## src/rtl/uart_pkg.sv

```systemverilog
// Shared types for the UART receive path: controller states, FIFO entry layout
// and the receiver's baud constant.
package uart_pkg;

    localparam int CLKS_PER_BAUD = 1250;

    typedef enum logic [1:0] {
        IDLE,
        LISTEN,
        FULL
    } rx_ctrl_state_t;

    typedef struct packed {
        logic       err;
        logic [7:0] data;
    } rx_entry_t;

    function automatic logic [7:0] sat_inc8(input logic [7:0] value);
        return (value == 8'hFF) ? value : value + 8'd1;
    endfunction

endpackage

```

## src/rtl/sync_fifo.sv

```systemverilog
// Single-clock FIFO with a separately tracked occupancy count and a
// combinational head read that returns zero when empty.
module sync_fifo #(
    parameter int WIDTH = 9,
    parameter int DEPTH = 4
) (
    input  logic                         clk,
    input  logic                         nRst,
    input  logic                         push,
    input  logic                         pop,
    input  logic                         clr,
    input  logic [WIDTH-1:0]             wr_data,
    output logic [WIDTH-1:0]             rd_data,
    output logic [$clog2(DEPTH+1)-1:0]   count,
    output logic                         full,
    output logic                         empty
);

    localparam int PW = $clog2(DEPTH);
    localparam int CW = $clog2(DEPTH+1);

    logic [WIDTH-1:0] mem [DEPTH];
    logic [PW-1:0]    wr_ptr;
    logic [PW-1:0]    rd_ptr;
    logic             do_push;
    logic             do_pop;

    assign empty   = (count == '0);
    assign full    = (count == CW'(DEPTH));
    assign do_pop  = pop & ~empty;
    // A pop in the same cycle frees the slot the push writes into.
    assign do_push = push & (~full | do_pop);
    assign rd_data = empty ? '0 : mem[rd_ptr];

    always_ff @(posedge clk or negedge nRst) begin
        if (!nRst) begin
            wr_ptr <= '0;
            rd_ptr <= '0;
            count  <= '0;
            for (int i = 0; i < DEPTH; i++) begin
                mem[i] <= '0;
            end
        end else if (clr) begin
            wr_ptr <= '0;
            rd_ptr <= '0;
            count  <= '0;
        end else begin
            if (do_push) begin
                mem[wr_ptr] <= wr_data;
                wr_ptr      <= wr_ptr + PW'(1);
            end
            if (do_pop) begin
                rd_ptr <= rd_ptr + PW'(1);
            end
            count <= count + CW'(do_push) - CW'(do_pop);
        end
    end

endmodule

```

## src/rtl/uart_rx_ctrl.sv

```systemverilog
// Receive-side controller: gates uart_rx via rec_ready_o, buffers completed
// bytes with their parity flag and reports overrun, parity errors and idle timeout.
module uart_rx_ctrl
    import uart_pkg::*;
#(
    parameter int DEPTH          = 4,
    parameter int TIMEOUT_CYCLES = 12500
) (
    input  logic                       clk,
    input  logic                       nRst,
    input  logic                       en,
    input  logic                       clr,
    input  logic                       rx_ready_i,
    input  logic [7:0]                 rx_byte_i,
    input  logic                       parity_err_i,
    output logic                       rec_ready_o,
    input  logic                       pop,
    output logic [7:0]                 rd_data,
    output logic                       rd_err,
    output logic                       rd_valid,
    output logic [$clog2(DEPTH+1)-1:0] count,
    output logic                       overrun,
    output logic [7:0]                 err_count,
    output logic                       timeout
);

    localparam int CW = $clog2(DEPTH+1);
    localparam int TW = $clog2(TIMEOUT_CYCLES);

    rx_ctrl_state_t state;
    logic           rx_q;
    logic           push_q;
    rx_entry_t      entry_q;
    rx_entry_t      head;
    logic [TW-1:0]  idle_cnt;

    logic           fifo_full;
    logic           fifo_empty;
    logic           pop_ok;
    logic           push_ok;
    logic           drop;
    logic [CW-1:0]  count_nxt;

    sync_fifo #(
        .WIDTH ($bits(rx_entry_t)),
        .DEPTH (DEPTH)
    ) u_fifo (
        .clk     (clk),
        .nRst    (nRst),
        .push    (push_ok),
        .pop     (pop_ok),
        .clr     (clr),
        .wr_data (entry_q),
        .rd_data (head),
        .count   (count),
        .full    (fifo_full),
        .empty   (fifo_empty)
    );

    assign rd_valid = ~fifo_empty;
    assign rd_data  = head.data;
    assign rd_err   = head.err;

    assign pop_ok    = pop & ~fifo_empty & ~clr;
    assign push_ok   = push_q & ~clr & (~fifo_full | pop_ok);
    assign drop      = push_q & ~clr & fifo_full & ~pop_ok;
    assign count_nxt = clr ? '0 : count + CW'(push_ok) - CW'(pop_ok);

    // The rising edge is captured together with the byte one cycle before it
    // reaches the FIFO, so the write stage sees a stable, qualified entry.
    always_ff @(posedge clk or negedge nRst) begin
        if (!nRst) begin
            rx_q    <= 1'b0;
            push_q  <= 1'b0;
            entry_q <= '0;
        end else begin
            rx_q    <= rx_ready_i;
            push_q  <= rx_ready_i & ~rx_q & en;
            entry_q <= '{err: parity_err_i, data: rx_byte_i};
        end
    end

    always_ff @(posedge clk or negedge nRst) begin
        if (!nRst) begin
            state       <= IDLE;
            rec_ready_o <= 1'b0;
            overrun     <= 1'b0;
            err_count   <= '0;
        end else begin
            if (!en) begin
                state <= IDLE;
            end else if (count_nxt == CW'(DEPTH)) begin
                state <= FULL;
            end else begin
                state <= LISTEN;
            end
            rec_ready_o <= (state == LISTEN);

            if (clr) begin
                overrun   <= 1'b0;
                err_count <= '0;
            end else begin
                if (drop) begin
                    overrun <= 1'b1;
                end
                // Dropped bytes still count toward the parity statistics.
                if (push_q && entry_q.err) begin
                    err_count <= sat_inc8(err_count);
                end
            end
        end
    end

    always_ff @(posedge clk or negedge nRst) begin
        if (!nRst) begin
            idle_cnt <= '0;
            timeout  <= 1'b0;
        end else if (clr || push_q || pop_ok || fifo_empty) begin
            idle_cnt <= '0;
            timeout  <= 1'b0;
        end else if (idle_cnt == TW'(TIMEOUT_CYCLES - 1)) begin
            idle_cnt <= '0;
            timeout  <= 1'b1;
        end else begin
            idle_cnt <= idle_cnt + TW'(1);
            timeout  <= 1'b0;
        end
    end

endmodule

```

## config.mk

```make
export PLATFORM = sky130hd
export DESIGN_NAME = uart_rx_ctrl
export DESIGN_NICKNAME = d
export VERILOG_FILES = /design/src/rtl/uart_pkg.sv /design/src/rtl/sync_fifo.sv /design/src/rtl/uart_rx_ctrl.sv
export SDC_FILE = /design/constraint.sdc
export NUM_CORES = 1
export LEC_CHECK = 0
export CAP_MARGIN = 25
export CORE_ASPECT_RATIO = 2
export CORE_UTILIZATION = 35
export CTS_CLUSTER_SIZE = 30
export DETAILED_ROUTE_END_ITERATION = 10
export PLACE_DENSITY = 0.56
export SYNTH_ARGS = -nofsm -noshare
export SYNTH_HDL_FRONTEND = slang
export SYNTH_HIERARCHICAL = 1
export SYNTH_SLANG_ARGS = --single-unit
```

## constraint.sdc

```tcl
create_clock -name clk -period 7.8 [get_ports clk]
set_input_delay 1.56 -clock clk [delete_from_list [all_inputs] [get_ports clk]]
set_output_delay 1.56 -clock clk [all_outputs]
set_load 0.02 [all_outputs]
```

After elaboration in Yosys (flattened, before gate mapping)
Cells that the tools add are included.

Eq/ne operators: 6. Bitwise operators: 19. Magnitude comparators: 3. Muxes and demuxes: 24. Reductions and logical operators: 12. $add $sub $neg: 8.

Operators with widths (count): $bwmux W36 (1); $mux W9 (4); $mux W14 (2); $mux W8 (3); $bmux W9 S2 (1); $demux W9 S2 (1); $add A14 B1 Y14 const B (1); $eq A14 B14 Y1 const B (1); $mux W2 (6); $and A1 B1 Y1 (10); $add A8 B1 Y8 const B (1); $eq A8 B8 Y1 const B (1); $reduce_bool A2 Y1 (4); $add A3 B1 Y3 (2); $eq A3 B3 Y1 const B (2); $ge A3 B3 Y1 const B (2); $mux W3 (2); $not A2 Y3 (2); $sub A3 B1 Y3 (2); $not A1 Y1 (5); $add A2 B1 Y2 const B (2); $mux W1 (4); $reduce_and A2 Y1 (2); $logic_not A3 Y1 (1); other kinds (6) (10).

Register bits after elaboration: 81. Output and inout bits: 24. Input port bits: 15.

Logic depth before layout (Yosys ltp)
Depth in word-level cells: 12. Depth in mapped cells: 16.

Cells and area by module
Netlist, hierarchy kept.

By module, submodules not included: sync_fifo (sequential area each 1076.0 sq um, area an instance 2090.8 sq um, instances 1, cells each 145); uart_rx_ctrl (sequential area each 950.9 sq um, area an instance 1694.1 sq um, instances 1, cells each 153).

Least setup slack after synthesis
OpenSTA, ideal clock, no wires.

Path type: in2reg. Start point: input port clr. End point: register u_fifo.count[2]. Slack: 4.128 ns. Required time: 7.714 ns. Setup time: 0.086 ns. Stages on the path: 14. Data arrival time: 3.586 ns. Cell sequence: nor2_1 -> nand2_1 -> inv_1 -> nor4b_4 -> nor2b_1 -> inv_1 -> ha_1 -> inv_1 -> ha_1 -> inv_1 -> fa_1 -> xor2_1 -> and2_1 -> nor3_1.

Cells in the longest elaborated chain, start to end: 8. Elaborated cells on any way between the ends: 11. Those cells by class: 2 x add/sub; 1 x mux; 8 x bitwise.

RTL lines: start: declaration (line uart_rx_ctrl.sv:12) `input logic clr,`; $not A1 Y1 (no source line) (*); $and A1 B1 Y1 (*) (line uart_rx_ctrl.sv:64) `assign pop_ok = pop & ~fifo_empty & ~clr;`; via pop_ok (line uart_rx_ctrl.sv:39) `logic pop_ok;`; $or A1 B1 Y1 or $and A1 B1 Y1 (tied branches) (line uart_rx_ctrl.sv:65, sync_fifo.sv:30); $and A1 B1 Y1 or $or A1 B1 Y1 (tied branches) (line uart_rx_ctrl.sv:65, sync_fifo.sv:32); $and A1 B1 Y1 (line sync_fifo.sv:32) `assign do_push = push & (~full | do_pop);`; $add A3 B1 Y3 (line sync_fifo.sv:55) `count <= count + CW'(do_push) - CW'(do_pop);`; $sub A3 B1 Y3 (*) (line sync_fifo.sv:55); $mux W3 (*) (line sync_fifo.sv:43) `end else if (clr) begin`; end signal: assignment (line sync_fifo.sv:55); end: declaration (line sync_fifo.sv:14) `output logic [$clog2(DEPTH+1)-1:0] count,`.

Mark *: on every way through the listed nets, which the timed path passes. The rest lies on a longest branch. A chain may end at the register's enable or synchronous reset.

Worst setup path in the final report
Ends and elaborated chain as after synthesis.

==> impl_metrics.py <==
metrics = {
    "layout": {
        "final_util": 0.441,
        "multi_input_area_um2": 1650,
        "regArea_um2": 2030,
        "area_growth_pct": 22.9,
        "fillers": 1016,
        "antenna_cells": 0,
        "drive_gt1_frac": 0.225,
        "nNetsFinal": 368,
    },
    "setup_path": {
        "start_kind": "input pin",
        "crit_path_end_kind": "register",
        "cp_data_required_time_ns": 8.05,
        "path_class": "input pin to register",
        "cp_max_fo": 27,
        "critPathArrivalTime_ns": 4.56,
    },
    "place": {
        "pre_cts_ws_ns": 3.13,
        "routabilityCongestion": 0.797,
        "dp_hpwl_um": 5280,
        "port-buffer-count": 38,
    },
    "synth": {
        "syn_area_per_cell_um2": 12.7,
        "synth_edf_count": 0,
        "ys_ff_latch": 81,
        "yosysMostFrequentCell": "dfrtp_1",
        "synth_nets": 325,
        "netlist_area_um2": 3780,
        "postSynthCellCount": 298,
        "synthTopCellsByCount": "81 x dfrtp_1, 37 x mux2_2, 29 x nor2_1",
        "synthTopCellsByArea": "dfrtp_1 54%, mux2_2 11%, mux4_2 5.4%",
        "synth-main-ff-cell": "dfrtp_1",
        "yosys_warnings": 6,
        "synthDistinctLibCells": 43,
        "yosysSeqAreaShare": 0.536,
        "synthArstFlopShare": 1.00,
        "yosys.area.top_type": "dfrtp_1",
        "synth_top_area_frac": 0.536,
    },
    "sta": {
        "fin_crit_sh": 0.553,
        "slew_violations": 0,
        "setup_ws_ns": 3.49,
        "rsz0062_at_grt": "false",
        "post-route-min-period_ns": 4.31,
        "max_freq_ghz": 0.232,
        "setup_tns_ns": 0,
        "setup_viol": 0,
        "worst_slew_pin_slew_ns": 0.907,
        "hold_viol_final": 0,
        "clock_skew_ns": 0.00825,
        "slew_headroom": 0.392,
    },
    "floorplan": {
        "rows": 53,
        "start_util": 0.359,
        "io_pins": 39,
        "core_um2": 10500,
        "dieArea_um2": 11300,
        "die_w_um": 75.5,
        "chipHeight_um": 149,
    },
    "route": {
        "avgViaCountPerCell": 5.04,
        "wirelength_um": 7570,
        "drc": 0,
        "drt_iter0_markers": 91,
        "first_pass_iters": 4,
        "antenna_left": 0,
        "avgRoutedWirePerCell_um": 15.7,
        "num_vias": 2432,
    },
    "power_and_ir_drop": {
        "cellPowerDensity_nw_per_um2": 206,
        "leakage_nw": 2.03,
        "irDropWorstVdd_mv": 0.151,
    },
    "grt": {
        "grt.overflow.total": 0,
        "antenna_found_initial": 0,
        "grt_max_degree": 82,
        "grt_pass1_vias": 2537,
        "track_usage": 0.154,
        "grt_pass1_wl_um": 12700,
    },
    "cts": {
        "insertion_delay_ns": 0.34,
        "clk_path_buf_depth": 2,
        "h-tree-depth": 3,
        "cts.sinks": 81,
        "cts_resized": 0,
        "clk_transition_reported_paths_ns": 0.06,
        "cts_root_buffer": "clkbuf_16",
        "cts_made_buffers": 9,
        "ctsHoldBuffers": 0,
        "cts_tree": "yes",
        "postCtsSetupRepairBufs": 0,
    },
    "outcome": {
        "outcome": "completed",
    },
    "hold_path": {
        "hold_path.class": "register to register",
    },
    "job": {
        "cap_violations": 0,
    },
}
cell type report:
type,instances,area share
clock inverter,7,0.0183
sequential,81,0.436
inverter,13,0.0105
clock buffer,9,0.0484
tap,137,0.0368
timing repair buffer,44,0.0952
multi-input combinational,192,0.355
sequential cells by signal (all words and copies together) (netlist names):
register,flops
u_fifo/count,3
u_fifo/wr_ptr,2
state,2
idle_cnt,14
timeout,1
rec_ready_o,1
rx_q,1
u_fifo/mem,36
overrun,1
u_fifo/rd_ptr,2
entry_q,9
err_count,8
push_q,1
critical path, stage by stage:
cell and delay, ns:
clkdlybuf4s50_1 0.45, buf_4 0.28, nor2_1 0.10, nand2_1 0.12, inv_1 0.11, nor4b_4 0.44, nor2b_1 0.12, inv_1 0.10
ha_1 0.22, inv_1 0.05, ha_1 0.13, inv_1 0.05, fa_1 0.36, xor2_1 0.16, and2_1 0.17, nor3_1 0.13
cell families after synthesis:
group,share of synthesized area
AO/OA/AOI/OAI,0.0278
XOR/XNOR,0.0463
adder cells (fa/ha/maj),0.0436
buffers and inverters,0.0291
flip-flops,0.536
multiplexers,0.166
AND/OR/NAND/NOR,0.151
stage by stage:
stage / area [µm²] / power [mW] / hold WS [ns] / cells
after CTS: 4630 / 0.973 / 0.403 / 482
after floorplan: 3780 / 0.499 / 0.378 / 298
after global routing: 4650 / 0.999 / 0.430 / 483
after global placement: 4320 / 0.529 / 0.386 / 466
final: 4650 / 0.961 / 0.404 / 483
after detailed placement: 4320 / 0.532 / 0.395 / 466
layer usage:
layer	vias to the layer above	global-route usage	share of wire
met1	1249	0.172	0.39
met5	-	0	0
met3	9	0.0345	0.026
met4	0	0.0648	0.020
met2	38	0.273	0.56
li1	1136	-	-
report_power, final:
| part | switching, mW | total, mW | internal (mW) |
|---|---|---|---|
| sequential | 0.0120 | 0.451 | 0.439 |
| clock | 0.182 | 0.437 | 0.255 |
| combinational | 0.0294 | 0.0726 | 0.0432 |
path summary, 6_finish.rpt:
check,from,to,slack (ns),cells after the start
max,clr,u_fifo/count[2]$_DFF_PN0_,3.49,16
min,state[1]$_DFF_PN0_,rec_ready_o$_DFF_PN0_,0.40,1
max reg2reg,u_fifo/count[1]$_DFF_PN0_,u_fifo/count[2]$_DFF_PN0_,4.45,16
min reg2reg,state[1]$_DFF_PN0_,rec_ready_o$_DFF_PN0_,0.40,1
max in group asynchronous,nRst,err_count[7]$_DFFE_PN0P_,6.20,2
min in group asynchronous,nRst,rec_ready_o$_DFF_PN0_,1.04,1
layout by cell type, fill, tap and decap left out, types with 2 or more instances in the layout:
cell type,n
a21oi_1,3
a31oi_1,2
and2_1,2
and3_1,4
buf_4,6
clkbuf_16,9
clkdlybuf4s50_1,37
clkinvlp_4,2
dfrtp_1,81
fa_1,2
ha_1,10
inv_1,13
inv_6,2
inv_8,2
mux2_2,37
mux4_2,9
nand2_1,8
nand3_1,8
nand4_1,7
nor2_1,29
nor2b_1,13
nor3_1,4
nor3_2,2
nor3b_1,2
nor4_1,3
nor4b_1,2
nor4bb_1,4
o2111ai_1,2
o21ai_0,2
o31ai_1,2
or3_1,3
xnor2_1,8
xor2_1,12
(Power assumes the default switching activity.)
